### src/rtl/dp_pkg.sv
// dp_pkg: shared encodings for the datapath_seq block.
//   ALU op codes, shifter codes, one-hot writeback selects and the
//   sequencer state enum (IDLE, FETCH, EXEC, WB).
package dp_pkg;

    localparam logic [1:0] ALU_ADD = 2'b00;
    localparam logic [1:0] ALU_SUB = 2'b01;
    localparam logic [1:0] ALU_AND = 2'b10;
    localparam logic [1:0] ALU_MVN = 2'b11;

    localparam logic [1:0] SH_NONE = 2'b00;
    localparam logic [1:0] SH_LSL  = 2'b01;
    localparam logic [1:0] SH_LSR  = 2'b10;
    localparam logic [1:0] SH_ASR  = 2'b11;

    localparam logic [3:0] VSEL_MDATA = 4'b1000;
    localparam logic [3:0] VSEL_IMM   = 4'b0100;
    localparam logic [3:0] VSEL_PC    = 4'b0010;
    localparam logic [3:0] VSEL_C     = 4'b0001;

    typedef enum logic [1:0] {
        IDLE  = 2'd0,
        FETCH = 2'd1,
        EXEC  = 2'd2,
        WB    = 2'd3
    } state_t;

endpackage

### src/rtl/datapath_seq_if.sv
// datapath_seq_if: command handshake plus memory/PC inputs and result outputs
// of datapath_seq.
//   master modport: command source (decoder / testbench)
//   slave  modport: datapath_seq
//   cmd_valid/cmd_ready handshake, cmd_* command fields, mdata, pc,
//   done pulse, status {Z,N,V}, dp_out (register C).
interface datapath_seq_if #(
    parameter int W       = 16,
    parameter int NREG    = 8,
    parameter int PC_W    = 9,
    parameter int IMM_B_W = 5,
    parameter int IMM_V_W = 8
);
    localparam int RA = $clog2(NREG);

    logic               cmd_valid;
    logic               cmd_ready;
    logic [RA-1:0]      cmd_rn;
    logic [RA-1:0]      cmd_rm;
    logic [RA-1:0]      cmd_rd;
    logic [1:0]         cmd_shift;
    logic               cmd_asel;
    logic               cmd_bsel;
    logic [1:0]         cmd_aluop;
    logic [3:0]         cmd_vsel;
    logic               cmd_write;
    logic               cmd_loads;
    logic [IMM_B_W-1:0] cmd_imm_b;
    logic [IMM_V_W-1:0] cmd_imm_v;
    logic [W-1:0]       mdata;
    logic [PC_W-1:0]    pc;
    logic               done;
    logic [2:0]         status;
    logic [W-1:0]       dp_out;

    modport master (
        output cmd_valid, cmd_rn, cmd_rm, cmd_rd, cmd_shift, cmd_asel, cmd_bsel,
               cmd_aluop, cmd_vsel, cmd_write, cmd_loads, cmd_imm_b, cmd_imm_v,
               mdata, pc,
        input  cmd_ready, done, status, dp_out
    );

    modport slave (
        input  cmd_valid, cmd_rn, cmd_rm, cmd_rd, cmd_shift, cmd_asel, cmd_bsel,
               cmd_aluop, cmd_vsel, cmd_write, cmd_loads, cmd_imm_b, cmd_imm_v,
               mdata, pc,
        output cmd_ready, done, status, dp_out
    );

endinterface

### src/rtl/dp_regfile.sv
// dp_regfile: NREG x W register file.
//   clk, reset       : clock, synchronous active-high clear of every entry
//   we, waddr, wdata : single synchronous write port
//   raddr_a/rdata_a,
//   raddr_b/rdata_b  : two asynchronous read ports
module dp_regfile #(
    parameter int W    = 16,
    parameter int NREG = 8,
    parameter int RA   = $clog2(NREG)
) (
    input  logic          clk,
    input  logic          reset,
    input  logic          we,
    input  logic [RA-1:0] waddr,
    input  logic [W-1:0]  wdata,
    input  logic [RA-1:0] raddr_a,
    input  logic [RA-1:0] raddr_b,
    output logic [W-1:0]  rdata_a,
    output logic [W-1:0]  rdata_b
);

    logic [W-1:0] regs [NREG];

    // Reset wins over a same-cycle write so an aborted command never lands.
    always_ff @(posedge clk) begin
        if (reset) begin
            for (int i = 0; i < NREG; i++) regs[i] <= '0;
        end else if (we) begin
            regs[waddr] <= wdata;
        end
    end

    assign rdata_a = regs[raddr_a];
    assign rdata_b = regs[raddr_b];

endmodule

### src/rtl/datapath_seq.sv
// datapath_seq: register file + A/B/C pipeline registers + shifter + ALU +
// status flags, run by a 4-state sequencer (IDLE -> FETCH -> EXEC -> WB)
// that takes one command per cmd_valid/cmd_ready handshake.
//   clk, reset : clock, synchronous active-high reset
//   bus        : datapath_seq_if.slave (command fields, mdata, pc, done,
//                status {Z,N,V}, dp_out = register C)
// Optional feature macro DATAPATH_SAT_EN: ADD/SUB saturate on signed
// overflow (V still set). Undefined: wraparound arithmetic.
module datapath_seq
    import dp_pkg::*;
#(
    parameter int W       = 16,
    parameter int NREG    = 8,
    parameter int PC_W    = 9,
    parameter int IMM_B_W = 5,
    parameter int IMM_V_W = 8
) (
    input  logic           clk,
    input  logic           reset,
    datapath_seq_if.slave  bus
);

    localparam int RA = $clog2(NREG);

    state_t state;

    // latched command
    logic [RA-1:0]      rn_q, rm_q, rd_q;
    logic [1:0]         shift_q, aluop_q;
    logic               asel_q, bsel_q, write_q, loads_q;
    logic [3:0]         vsel_q;
    logic [IMM_B_W-1:0] imm_b_q;
    logic [IMM_V_W-1:0] imm_v_q;

    logic [W-1:0] a_q, b_q, c_q;
    logic [2:0]   status_q;
    logic         done_q, ready_q;

    logic [W-1:0] rdata_a, rdata_b, wb_data;
    logic [W-1:0] a_op, b_sh, b_op, sum, diff, alu_res;
    logic         ovf;
    logic         rf_we;

    assign rf_we = (state == WB) && write_q;

    dp_regfile #(.W(W), .NREG(NREG), .RA(RA)) u_rf (
        .clk     (clk),
        .reset   (reset),
        .we      (rf_we),
        .waddr   (rd_q),
        .wdata   (wb_data),
        .raddr_a (rn_q),
        .raddr_b (rm_q),
        .rdata_a (rdata_a),
        .rdata_b (rdata_b)
    );

    // Shifter acts on the B register only; the B immediate bypasses it.
    always_comb begin
        a_op = asel_q ? '0 : a_q;
        case (shift_q)
            SH_LSL:  b_sh = {b_q[W-2:0], 1'b0};
            SH_LSR:  b_sh = {1'b0, b_q[W-1:1]};
            SH_ASR:  b_sh = {b_q[W-1], b_q[W-1:1]};
            default: b_sh = b_q;
        endcase
        b_op = bsel_q ? W'($signed(imm_b_q)) : b_sh;
        sum  = a_op + b_op;
        diff = a_op - b_op;
        ovf     = 1'b0;
        alu_res = '0;
        case (aluop_q)
            ALU_ADD: begin
                alu_res = sum;
                ovf = (a_op[W-1] == b_op[W-1]) && (sum[W-1] != a_op[W-1]);
            end
            ALU_SUB: begin
                alu_res = diff;
                ovf = (a_op[W-1] != b_op[W-1]) && (diff[W-1] != a_op[W-1]);
            end
            ALU_AND: alu_res = a_op & b_op;
            default: alu_res = ~b_op;
        endcase
`ifdef DATAPATH_SAT_EN
        // On overflow the true result has the sign of A, so clamp toward it.
        if (ovf) alu_res = a_op[W-1] ? {1'b1, {(W-1){1'b0}}} : {1'b0, {(W-1){1'b1}}};
`endif
    end

    // Non-one-hot selects fall back to C.
    always_comb begin
        case (vsel_q)
            VSEL_MDATA: wb_data = bus.mdata;
            VSEL_IMM:   wb_data = W'($signed(imm_v_q));
            VSEL_PC:    wb_data = W'(bus.pc);
            default:    wb_data = c_q;
        endcase
    end

    always_ff @(posedge clk) begin
        if (reset) begin
            state    <= IDLE;
            a_q      <= '0;
            b_q      <= '0;
            c_q      <= '0;
            status_q <= '0;
            done_q   <= 1'b0;
            ready_q  <= 1'b1;
            rn_q     <= '0;
            rm_q     <= '0;
            rd_q     <= '0;
            shift_q  <= '0;
            aluop_q  <= '0;
            asel_q   <= 1'b0;
            bsel_q   <= 1'b0;
            write_q  <= 1'b0;
            loads_q  <= 1'b0;
            vsel_q   <= '0;
            imm_b_q  <= '0;
            imm_v_q  <= '0;
        end else begin
            done_q <= 1'b0;
            case (state)
                IDLE: if (bus.cmd_valid && ready_q) begin
                    rn_q    <= bus.cmd_rn;
                    rm_q    <= bus.cmd_rm;
                    rd_q    <= bus.cmd_rd;
                    shift_q <= bus.cmd_shift;
                    aluop_q <= bus.cmd_aluop;
                    asel_q  <= bus.cmd_asel;
                    bsel_q  <= bus.cmd_bsel;
                    write_q <= bus.cmd_write;
                    loads_q <= bus.cmd_loads;
                    vsel_q  <= bus.cmd_vsel;
                    imm_b_q <= bus.cmd_imm_b;
                    imm_v_q <= bus.cmd_imm_v;
                    ready_q <= 1'b0;
                    state   <= FETCH;
                end
                FETCH: begin
                    a_q   <= rdata_a;
                    b_q   <= rdata_b;
                    state <= EXEC;
                end
                EXEC: begin
                    c_q <= alu_res;
                    if (loads_q) status_q <= {(alu_res == '0), alu_res[W-1], ovf};
                    state <= WB;
                end
                default: begin  // WB: register write happens in dp_regfile
                    done_q  <= 1'b1;
                    ready_q <= 1'b1;
                    state   <= IDLE;
                end
            endcase
        end
    end

    assign bus.cmd_ready = ready_q;
    assign bus.done      = done_q;
    assign bus.status    = status_q;
    assign bus.dp_out    = c_q;

endmodule

### src/flat_wrapper.sv
// flat-port wrapper written by rule: the top's interface ports become plain ports
module datapath_seq_flat import dp_pkg::*;
#(
    parameter int W       = 16,
    parameter int NREG    = 8,
    parameter int PC_W    = 9,
    parameter int IMM_B_W = 5,
    parameter int IMM_V_W = 8
)
  (clk, reset, bus_cmd_valid, bus_cmd_rn, bus_cmd_rm, bus_cmd_rd, bus_cmd_shift, bus_cmd_asel, bus_cmd_bsel, bus_cmd_aluop, bus_cmd_vsel, bus_cmd_write, bus_cmd_loads, bus_cmd_imm_b, bus_cmd_imm_v, bus_mdata, bus_pc, bus_cmd_ready, bus_done, bus_status, bus_dp_out);
  datapath_seq_if #(.W(W), .NREG(NREG), .PC_W(PC_W), .IMM_B_W(IMM_B_W), .IMM_V_W(IMM_V_W)) bus_i ();
  input  logic clk;
  input  logic reset;
  input wire logic [$bits(bus_i.cmd_valid)-1:0] bus_cmd_valid;
  input wire logic [$bits(bus_i.cmd_rn)-1:0] bus_cmd_rn;
  input wire logic [$bits(bus_i.cmd_rm)-1:0] bus_cmd_rm;
  input wire logic [$bits(bus_i.cmd_rd)-1:0] bus_cmd_rd;
  input wire logic [$bits(bus_i.cmd_shift)-1:0] bus_cmd_shift;
  input wire logic [$bits(bus_i.cmd_asel)-1:0] bus_cmd_asel;
  input wire logic [$bits(bus_i.cmd_bsel)-1:0] bus_cmd_bsel;
  input wire logic [$bits(bus_i.cmd_aluop)-1:0] bus_cmd_aluop;
  input wire logic [$bits(bus_i.cmd_vsel)-1:0] bus_cmd_vsel;
  input wire logic [$bits(bus_i.cmd_write)-1:0] bus_cmd_write;
  input wire logic [$bits(bus_i.cmd_loads)-1:0] bus_cmd_loads;
  input wire logic [$bits(bus_i.cmd_imm_b)-1:0] bus_cmd_imm_b;
  input wire logic [$bits(bus_i.cmd_imm_v)-1:0] bus_cmd_imm_v;
  input wire logic [$bits(bus_i.mdata)-1:0] bus_mdata;
  input wire logic [$bits(bus_i.pc)-1:0] bus_pc;
  output wire logic [$bits(bus_i.cmd_ready)-1:0] bus_cmd_ready;
  output wire logic [$bits(bus_i.done)-1:0] bus_done;
  output wire logic [$bits(bus_i.status)-1:0] bus_status;
  output wire logic [$bits(bus_i.dp_out)-1:0] bus_dp_out;
  assign bus_i.cmd_valid = bus_cmd_valid;
  assign bus_i.cmd_rn = bus_cmd_rn;
  assign bus_i.cmd_rm = bus_cmd_rm;
  assign bus_i.cmd_rd = bus_cmd_rd;
  assign bus_i.cmd_shift = bus_cmd_shift;
  assign bus_i.cmd_asel = bus_cmd_asel;
  assign bus_i.cmd_bsel = bus_cmd_bsel;
  assign bus_i.cmd_aluop = bus_cmd_aluop;
  assign bus_i.cmd_vsel = bus_cmd_vsel;
  assign bus_i.cmd_write = bus_cmd_write;
  assign bus_i.cmd_loads = bus_cmd_loads;
  assign bus_i.cmd_imm_b = bus_cmd_imm_b;
  assign bus_i.cmd_imm_v = bus_cmd_imm_v;
  assign bus_i.mdata = bus_mdata;
  assign bus_i.pc = bus_pc;
  assign bus_cmd_ready = bus_i.cmd_ready;
  assign bus_done = bus_i.done;
  assign bus_status = bus_i.status;
  assign bus_dp_out = bus_i.dp_out;
  datapath_seq #(.W(W), .NREG(NREG), .PC_W(PC_W), .IMM_B_W(IMM_B_W), .IMM_V_W(IMM_V_W)) u_core (.clk(clk), .reset(reset), .bus(bus_i));
endmodule
### config.mk
export PLATFORM = sky130hd
export DESIGN_NAME = datapath_seq_flat
export DESIGN_NICKNAME = d
export VERILOG_FILES = /design/src/rtl/dp_pkg.sv /design/src/rtl/datapath_seq_if.sv /design/src/rtl/dp_regfile.sv /design/src/rtl/datapath_seq.sv /design/src/flat_wrapper.sv
export SDC_FILE = /design/constraint.sdc
export NUM_CORES = 1
export LEC_CHECK = 0
export ABC_AREA = 1
export BUFFER_PORTS_ARGS = -buffer_cell sky130_fd_sc_hd__buf_2
export CORE_MARGIN = 2
export CORE_UTILIZATION = 40
export CTS_BUF_LIST = sky130_fd_sc_hd__clkbuf_2
export CTS_CLUSTER_DIAMETER = 150
export CTS_CLUSTER_SIZE = 20
export DETAILED_ROUTE_END_ITERATION = 8
export HOLD_SLACK_MARGIN = 0.1
export PLACE_DENSITY_LB_ADDON = 0.3
export RECOVER_POWER = 100
export SYNTH_ARGS = -nofsm -noshare
export SYNTH_HDL_FRONTEND = slang
export SYNTH_SLANG_ARGS = --single-unit
### constraint.sdc
create_clock -name clk -period 3.8 [get_ports clk]
set_input_delay 0.76 -clock clk [delete_from_list [all_inputs] [get_ports clk]]
set_output_delay 0.76 -clock clk [all_outputs]
set_load 0.05 [all_outputs]
==> impl_results.md, run 1 <==
* Post-route DRC at 0
* Final Max Tran Viols at 233
* Main combinational cell family by area after synthesis: compound AO/OA/AOI/OAI gates
* #FFs+latches synth at 217
* Reg clk slew, reported paths at 0.36 ns
* Reg-to-Reg End: u_core.bus.status[2]
* H-tree depth at 1
* GRT Residual Overflow at 0
* Ports at 83
* Leak at 5.56 nW
* Drt first pass iters at 5
* Routed vias/inst at 5.68
* DR iter-0 viols at 1272
* Clk Tree Root Cell: clkbuf_2
* Final hold viol count at 0
* Max Cap Viol at 4
* Die Width at 184 um
* VDD IR-drop max at 0.600 mV
* Die height at 184 um
* Vias in the first global route at 11700
* Site row count at 65
* Synth warn at 0
* Commonest non-fill, non-tap cell in the layout: o21ai_0
* Layout cell share with drive strength beyond 1 at 7.45%
* Register area share after synthesis at 43.5%
* Initial antenna violation count at 2
* Clock sinks at 217
* Fin crit share at 92.5%
* Post-Synth Adder-Cell Area at 3.80%
* Setup crit end: u_core.bus.status[2]
* Core region area at 31700 um2
* Minimum clock period at 3.52 ns
* Cell variety after synth at 38
* Simple-Gate Fraction of Synth Area at 20.7%
* Layout Nets at 1864
* Tot Pwr at 11.2 mW
* Setup crit end kind: flip-flop
* FILL cells at 3284
* Post-placement cell area at 13800 um2
* Slew @ Worst Pin at 1.88 ns
* Crit path required time at 4.50 ns
* CTS buffer count at 14
* Post-Route Setup TNS at 0 ns
* CTS max path bufs at 3
* Flop2flop setup slack at 0.28 ns
* Status: complete, but fails checks
* Syn_area_per_cell at 7.53 um2
* Skew final at 0.149 ns
* CTS tree: yes
* Worst min-delay path class: in2reg
* WHS Path Cells at 3
* Post-CTS setup buffers at 0
* Hpwl dp at 29500 um
* Mapped Cells at 1716
* Initial core utilization at 40.7%
* RSZ-0062 raised after global routing: false
* Max FO, Critical Path at 8
* Total number of vias at 12300
* Die ar. at 33700 um2
* Setup-failing EPs final at 0
* Overall routing resource usage at 25.2%
* Failing checks: capacitance limit, slew limit
* Fin area at 13700 um2
* R2R Path Start: u_core.shift_q[1]
* Post-synth net total at 1816
* First-pass GRT wire length at 65900 um
* Reg area at 5630 um2
* Multiplexer area fraction after synthesis at 0%
* Worst Setup SP: u_core.shift_q[1]
* Clock Latency Late Sink at 0.87 ns
* Post-route antenna net violation count at 0
* Hold_ws at 0.146 ns
* Max transition margin at -25.6%
* Commonest cells after routing, fill and taps aside: 296 x o21ai_0, 280 x nor2_1, 244 x nand2_1, 182 x inv_1, 163 x a21oi_1
* Post-synthesis xor/xnor area fraction at 0.0678%
* Power density over the cells at 817 nW/um2
* Max Fclk at 284 MHz
* IO Port Bufs at 82
* Worst-case reg-to-reg path depth at 20
* Type of the worst setup path: reg2reg
* Routability Congestion at 0.960
* Routed wire length at 42500 um
* Post-Syn Area at 12900 um2
* Area of the multi-input gates at 5990 um2
* Area grow syn2layout at 5.73%
* Largest net degree at the start of global routing at 97
* Worst Path Arrival at 4.22 ns
* Complex-gate fraction of the synthesized area at 23.5%
* Nature of the critical path startpoint: flip-flop
* Routed WL per cell at 19.5 um
worst min-delay path by stage:
stage / startpoint / slack [ns] / end
finish: bus_cmd_rm[0] / 0.15 / u_core.rm_q[0]
global route: reset / 0.14 / u_core.bus.status[0]
CTS: bus_cmd_rm[0] / 0.11 / u_core.rm_q[0]
detailed placement: u_core.imm_b_q[4] / 0.44 / u_core.imm_b_q[4]
global placement: u_core.imm_v_q[6] / 0.43 / u_core.imm_v_q[6]
floorplan: u_core.imm_b_q[2] / 0.42 / u_core.imm_b_q[2]
layer usage:
metal  global-route usage [%]  wire length, um  part of all wire [%]  vias to the layer above
li1                         -                -                     -                     5885
met1                     35.2            18200                    43                     5762
met2                     40.5            19100                    45                      623
met3                     3.21             3960                   9.3                       70
met4                     8.06             1190                   2.8                        2
met5                        0               13                 0.031                        -
cells by family (layout without fill, tap and decap cells):
family | Yosys count | in the layout
other | 0 | 1
adder cells (fa/ha/maj) | 38 | 38
buffers and inverters | 287 | 342
AND/OR/NAND/NOR | 647 | 647
XOR/XNOR | 1 | 1
AO/OA/AOI/OAI | 526 | 526
flip-flops | 217 | 217
repair_timing:
| item | in CTS | in global routing |
|---|---|---|
| hold buffers | 6 | 0 |
| endpoints found under the hold margin | 6 | 0 |
| resized for setup | 0 | 10 |
| setup endpoints to repair | 0 | 1 |
cell type report:
type,count,area share (%)
Antenna cell,1,0.0183
Clock buffer,21,0.770
Clock inverter,2,0.257
Inverter,188,5.17
Multi-Input combinational cell,1212,43.8
Sequential cell,217,41.2
Tap cell,402,3.68
Timing Repair Buffer,131,5.07
power breakdown:
group          switching (mW)  leakage (nW)  internal [mW]
logic                    5.05          3.40           1.97
registers               0.342          2.05           2.86
clock network           0.727         0.105          0.212
total                    6.12          5.56           5.04
synth_stat cells:
cell type	instances	area, um2
o21ai_0	294	1470
nor2_1	284	1070
nand2_1	246	923
inv_1	182	683
a21oi_1	163	816
edfxtp_1	128	3840
clkbuf_1	89	334
dfxtp_1	89	1780
nand3_1	83	415
ha_1	36	450
o22ai_1	33	206
nand4_1	15	93.8
a221oi_4	14	368
o221ai_1	8	70.1
buf_1	5	18.8
clkinv_1	5	18.8
or2_2	5	31.3
nor3_1	4	20.0
o211ai_1	4	30.0
buf_2	3	15.0
o21bai_1	3	22.5
a221oi_1	2	17.5
and2_1	2	12.5
fa_1	2	40.0
nand3b_1	2	15.0
nor3_4	2	32.5
o21ai_1	2	10.0
a21boi_0	1	7.51
a22oi_1	1	7.51
a31oi_1	1	6.26
and3_1	1	6.26
buf_4	1	7.51
buf_6	1	11.3
inv_2	1	3.75
nor2_8	1	20.0
nor3_2	1	10.0
nor4_4	1	21.3
xor2_1	1	8.76
per-stage QoR:
step / std cells / util (%) / worst slack, ns
finish: 2174 / 43.1 / 0.284
detailed placement: 2144 / 43.5 / 0.263
CTS: 2173 / 44.1 / 0.114
floorplan: 1716 / - / 0.874
global placement: 2144 / 43.5 / 0.181
global route: 2174 / 43.1 / 0.00258
state kept, by name, indices dropped and copies added, names as in the netlist, 3 cells and up:
name and count:
u_core.u_rf.regs 128, u_core.a_q 16, u_core.b_q 16, u_core.bus.dp_out 16, u_core.imm_v_q 8, u_core.imm_b_q 5, u_core.vsel_q 4, u_core.bus.status 3
u_core.rd_q 3, u_core.rm_q 3, u_core.rn_q 3
worst max-delay path, stage by stage (launching register included):
cell and delay (ns):
dfxtp_2 0.43, buf_4 0.17, nor2_1 0.16, nand2_1 0.08, a22oi_1 0.28, ha_1 0.23, inv_1 0.07, fa_1 0.42
inv_1 0.08, nand2_1 0.07, nand2_1 0.22, nand3b_1 0.14, nand2_1 0.16, nand2_1 0.07, nand3_1 0.06, nand4_1 0.25
nor2_1 0.18, nand3_1 0.10, nor2_1 0.10, nand3_1 0.08, a21oi_1 0.12
(Power assumes the default switching activity.)
==> run 2: changes to the inputs <==
--- a/config.mk
+++ b/config.mk
@@ -18,4 +18,5 @@
 export RECOVER_POWER = 100
 export SYNTH_ARGS = -nofsm -noshare
 export SYNTH_HDL_FRONTEND = slang
+export SYNTH_HIERARCHICAL = 1
 export SYNTH_SLANG_ARGS = --single-unit
==> impl_results.md, run 2 <==
* Routed WL per cell at 17.3 um
* Clock sinks at 217
* R2R Path Start: u_core/shift_q[1]
* Vias in the first global route at 12400
* Ports at 83
* Mapped Cells at 2069
* Max FO, Critical Path at 10
* Slew @ Worst Pin at 1.70 ns
* Synth top area cells: edfxtp_1 28%, nand2_1 18%, dfxtp_1 13%
* Commonest non-fill, non-tap cell in the layout: nand2_1
* Commonest cells after routing, fill and taps aside: 670 x nand2_1, 316 x inv_1, 228 x nand3_1, 216 x nor2_1, 128 x edfxtp_1
* Initial core utilization at 40.5%
* Max FFs per register at 128
* Max transition margin at -13.1%
* DR top layer: met4
* Total number of vias at 13300
* Register area share after synthesis at 40.4%
* Metal-1 WL at 18800 um
* Flop2flop setup slack at 0.40 ns
* Max Cap Viol at 3
* Skew final at 0.0984 ns
* Die height at 190 um
* Placed Cells at 2528
* Post-route DRC at 0
* GRT Residual Overflow at 0
* Leak at 7.01 nW
* Setup-failing EPs final at 0
* Syn_area_per_cell at 6.72 um2
* Crit path required time at 4.56 ns
* Reg-to-Reg End: u_core/bus.status[2]
* VDD IR-drop max at 0.383 mV
* Metal3 WL at 3190 um
* Type of the worst setup path: reg2reg
* #FFs+latches synth at 217
* Synth warn at 6
* Routability Congestion at 0.912
* Worst min-delay path class: in2reg
* Ys flop type: edfxtp_1
* Site row count at 68
* CTS buffer count at 14
* Hold_ws at 0.157 ns
* CTS tree: yes
* Power density over the cells at 761 nW/um2
* Hold Path End: u_core/vsel_q[1]
* FILL cells at 3717
* Fin crit share at 89.5%
* Post-Route Setup TNS at 0 ns
* Final Max Tran Viols at 156
* Count of flip-flops with a built-in enable after synthesis at 128
* H-tree depth at 1
* Die Width at 190 um
* First-pass GRT wire length at 68200 um
* Failing checks: capacitance limit, slew limit
* RSZ-0062 raised after global routing: false
* Die ar. at 36300 um2
* Hpwl dp at 31100 um
* Largest net degree at the start of global routing at 66
* Area grow syn2layout at 5.24%
* Post-route setup slack at 0.399 ns
* Routed wire length at 44200 um
* Post-Syn Area at 13900 um2
* Yosys top cell area share at 27.6%
* Reg clk slew, reported paths at 0.37 ns
* Post-synth net total at 2170
* Status: complete, but fails checks
* Final hold viol count at 0
* Worst Path Arrival at 4.16 ns
* Overall routing resource usage at 24.0%
* Drt first pass iters at 7
* Post-synth top cells: 661 x nand2_1, 314 x inv_1, 228 x nand3_1, 214 x nor2_1, 128 x edfxtp_1
* Fin util at 42.6%
* Dpl ws at 0.552 ns
* Post-route antenna net violation count at 0
* Setup crit end kind: flip-flop
* CTS max path bufs at 3
* Routed vias/inst at 5.21
* Worst-case reg-to-reg path depth at 16
* Cell variety after synth at 39
* Wire length on met2 at 21000 um
* Minimum clock period at 3.40 ns
* Max Fclk at 294 MHz
* Clk Tree Root Cell: clkbuf_2
* Layout Cells excl Fill at 2558
* Layout cell share with drive strength beyond 1 at 5.42%
* Clock Latency Late Sink at 0.88 ns
* Most numerous cell in the Yosys netlist: nand2_1
* Area leader, netlist: edfxtp_1
* WHS Path Cells at 3
* Nature of the critical path startpoint: flip-flop
* IO Port Bufs at 82
* Hold Crit Start: bus_cmd_vsel[1]
* Core region area at 34400 um2
* Top reg by flops: u_core/u_rf/regs
* Layout Nets at 2196
* DR iter-0 viols at 1438
* Post-synth ARST share at 0%
* Initial antenna violation count at 1
[run 2: changes by cell type in the layout (fill, tap and decap cells not counted), sizes merged, moves of 9 or more]
cell     delta
inv       +138
o2111ai     +9
o21ai     -186
a221oi     -16
buf         -9
a21oi      -67
o22ai      -24
nor2       -65
nand3     +145
nand2     +425
[run 2: cell families (layout without fill, tap and decap cells)]
kind of cell    after synthesis  count (layout)  synth area share (%)
buf+inv                     427             460                  12.5
compound gates              236             236                  9.17
xor+xnor                      2               2                 0.126
flops                       217             217                  40.4
simple gates               1148            1148                  34.1
fa+ha+maj                    39              39                  3.62
other cells                   0               1                     0
[run 2: report_power, final]
| part | internal, mW | total (mW) | leakage, nW | switching [mW] |
|---|---|---|---|---|
| logic | 1.91 | 7.01 | 4.85 | 5.10 |
| registers | 2.86 | 3.18 | 2.05 | 0.327 |
| clock network | 0.211 | 0.939 | 0.105 | 0.728 |
| total | 4.98 | 11.1 | 7.01 | 6.15 |
[run 2: cell type report]
class	instances	area, um2	share of cell area, %
flip-flops and latches	217	5630	38.4
well taps	455	569	3.89
inverters	323	1210	8.30
clock inverters	2	35.0	0.239
clock buffers	21	105	0.718
multi-input cells	1425	6490	44.4
repair buffers	114	592	4.04
diodes	1	2.50	0.0171
[run 2: through the flow]
step | power (mW) | cell area [um2]
2_1_floorplan | 8.17 | 13900
3_3_place_gp | 10.1 | 14600
3_5_place_dp | 10.1 | 14600
4_1_cts | 11.1 | 14800
5_1_grt | 12.0 | 14600
6_report | 11.1 | 14600
[run 2: timing repair]
action,in CTS,in global routing
endpoints found under the hold margin,6,0
hold buffers,6,0
setup buffers,0,0
resized for setup,0,0
[run 2: how the worst max path moves through the flow]
stage                 startpoint                    to  cells after the start
2_1_floorplan  u_core/shift_q[1]  u_core/bus.status[2]                     24
3_3_place_gp   u_core/shift_q[1]  u_core/bus.status[2]                     16
3_5_place_dp   u_core/shift_q[1]  u_core/bus.status[2]                     16
4_1_cts        u_core/shift_q[1]  u_core/bus.status[2]                     16
5_1_grt            u_core/bsel_q  u_core/bus.status[2]                     18
6_report       u_core/shift_q[1]  u_core/bus.status[2]                     16
[run 2: worst max-delay path, stage by stage (launching register included)]
cell	delay (ns)
dfxtp_1	0.70
nor2_4	0.13
inv_2	0.14
o221ai_1	0.12
a21oi_1	0.30
ha_1	0.41
nor2_1	0.26
inv_1	0.09
nor3_1	0.26
nand3b_1	0.15
nand2_1	0.12
nand2_1	0.06
nand3_1	0.06
nand4_1	0.19
nor2_1	0.16
nand2_1	0.08
a21oi_2	0.11
[run 2: routing by layer]
layer / track usage, % / vias up
met3: 1.95 / 85
li1: - / 6581
met5: 0 / -
met4: 7.48 / 0
met1: 32.6 / 6138
met2: 40.6 / 524
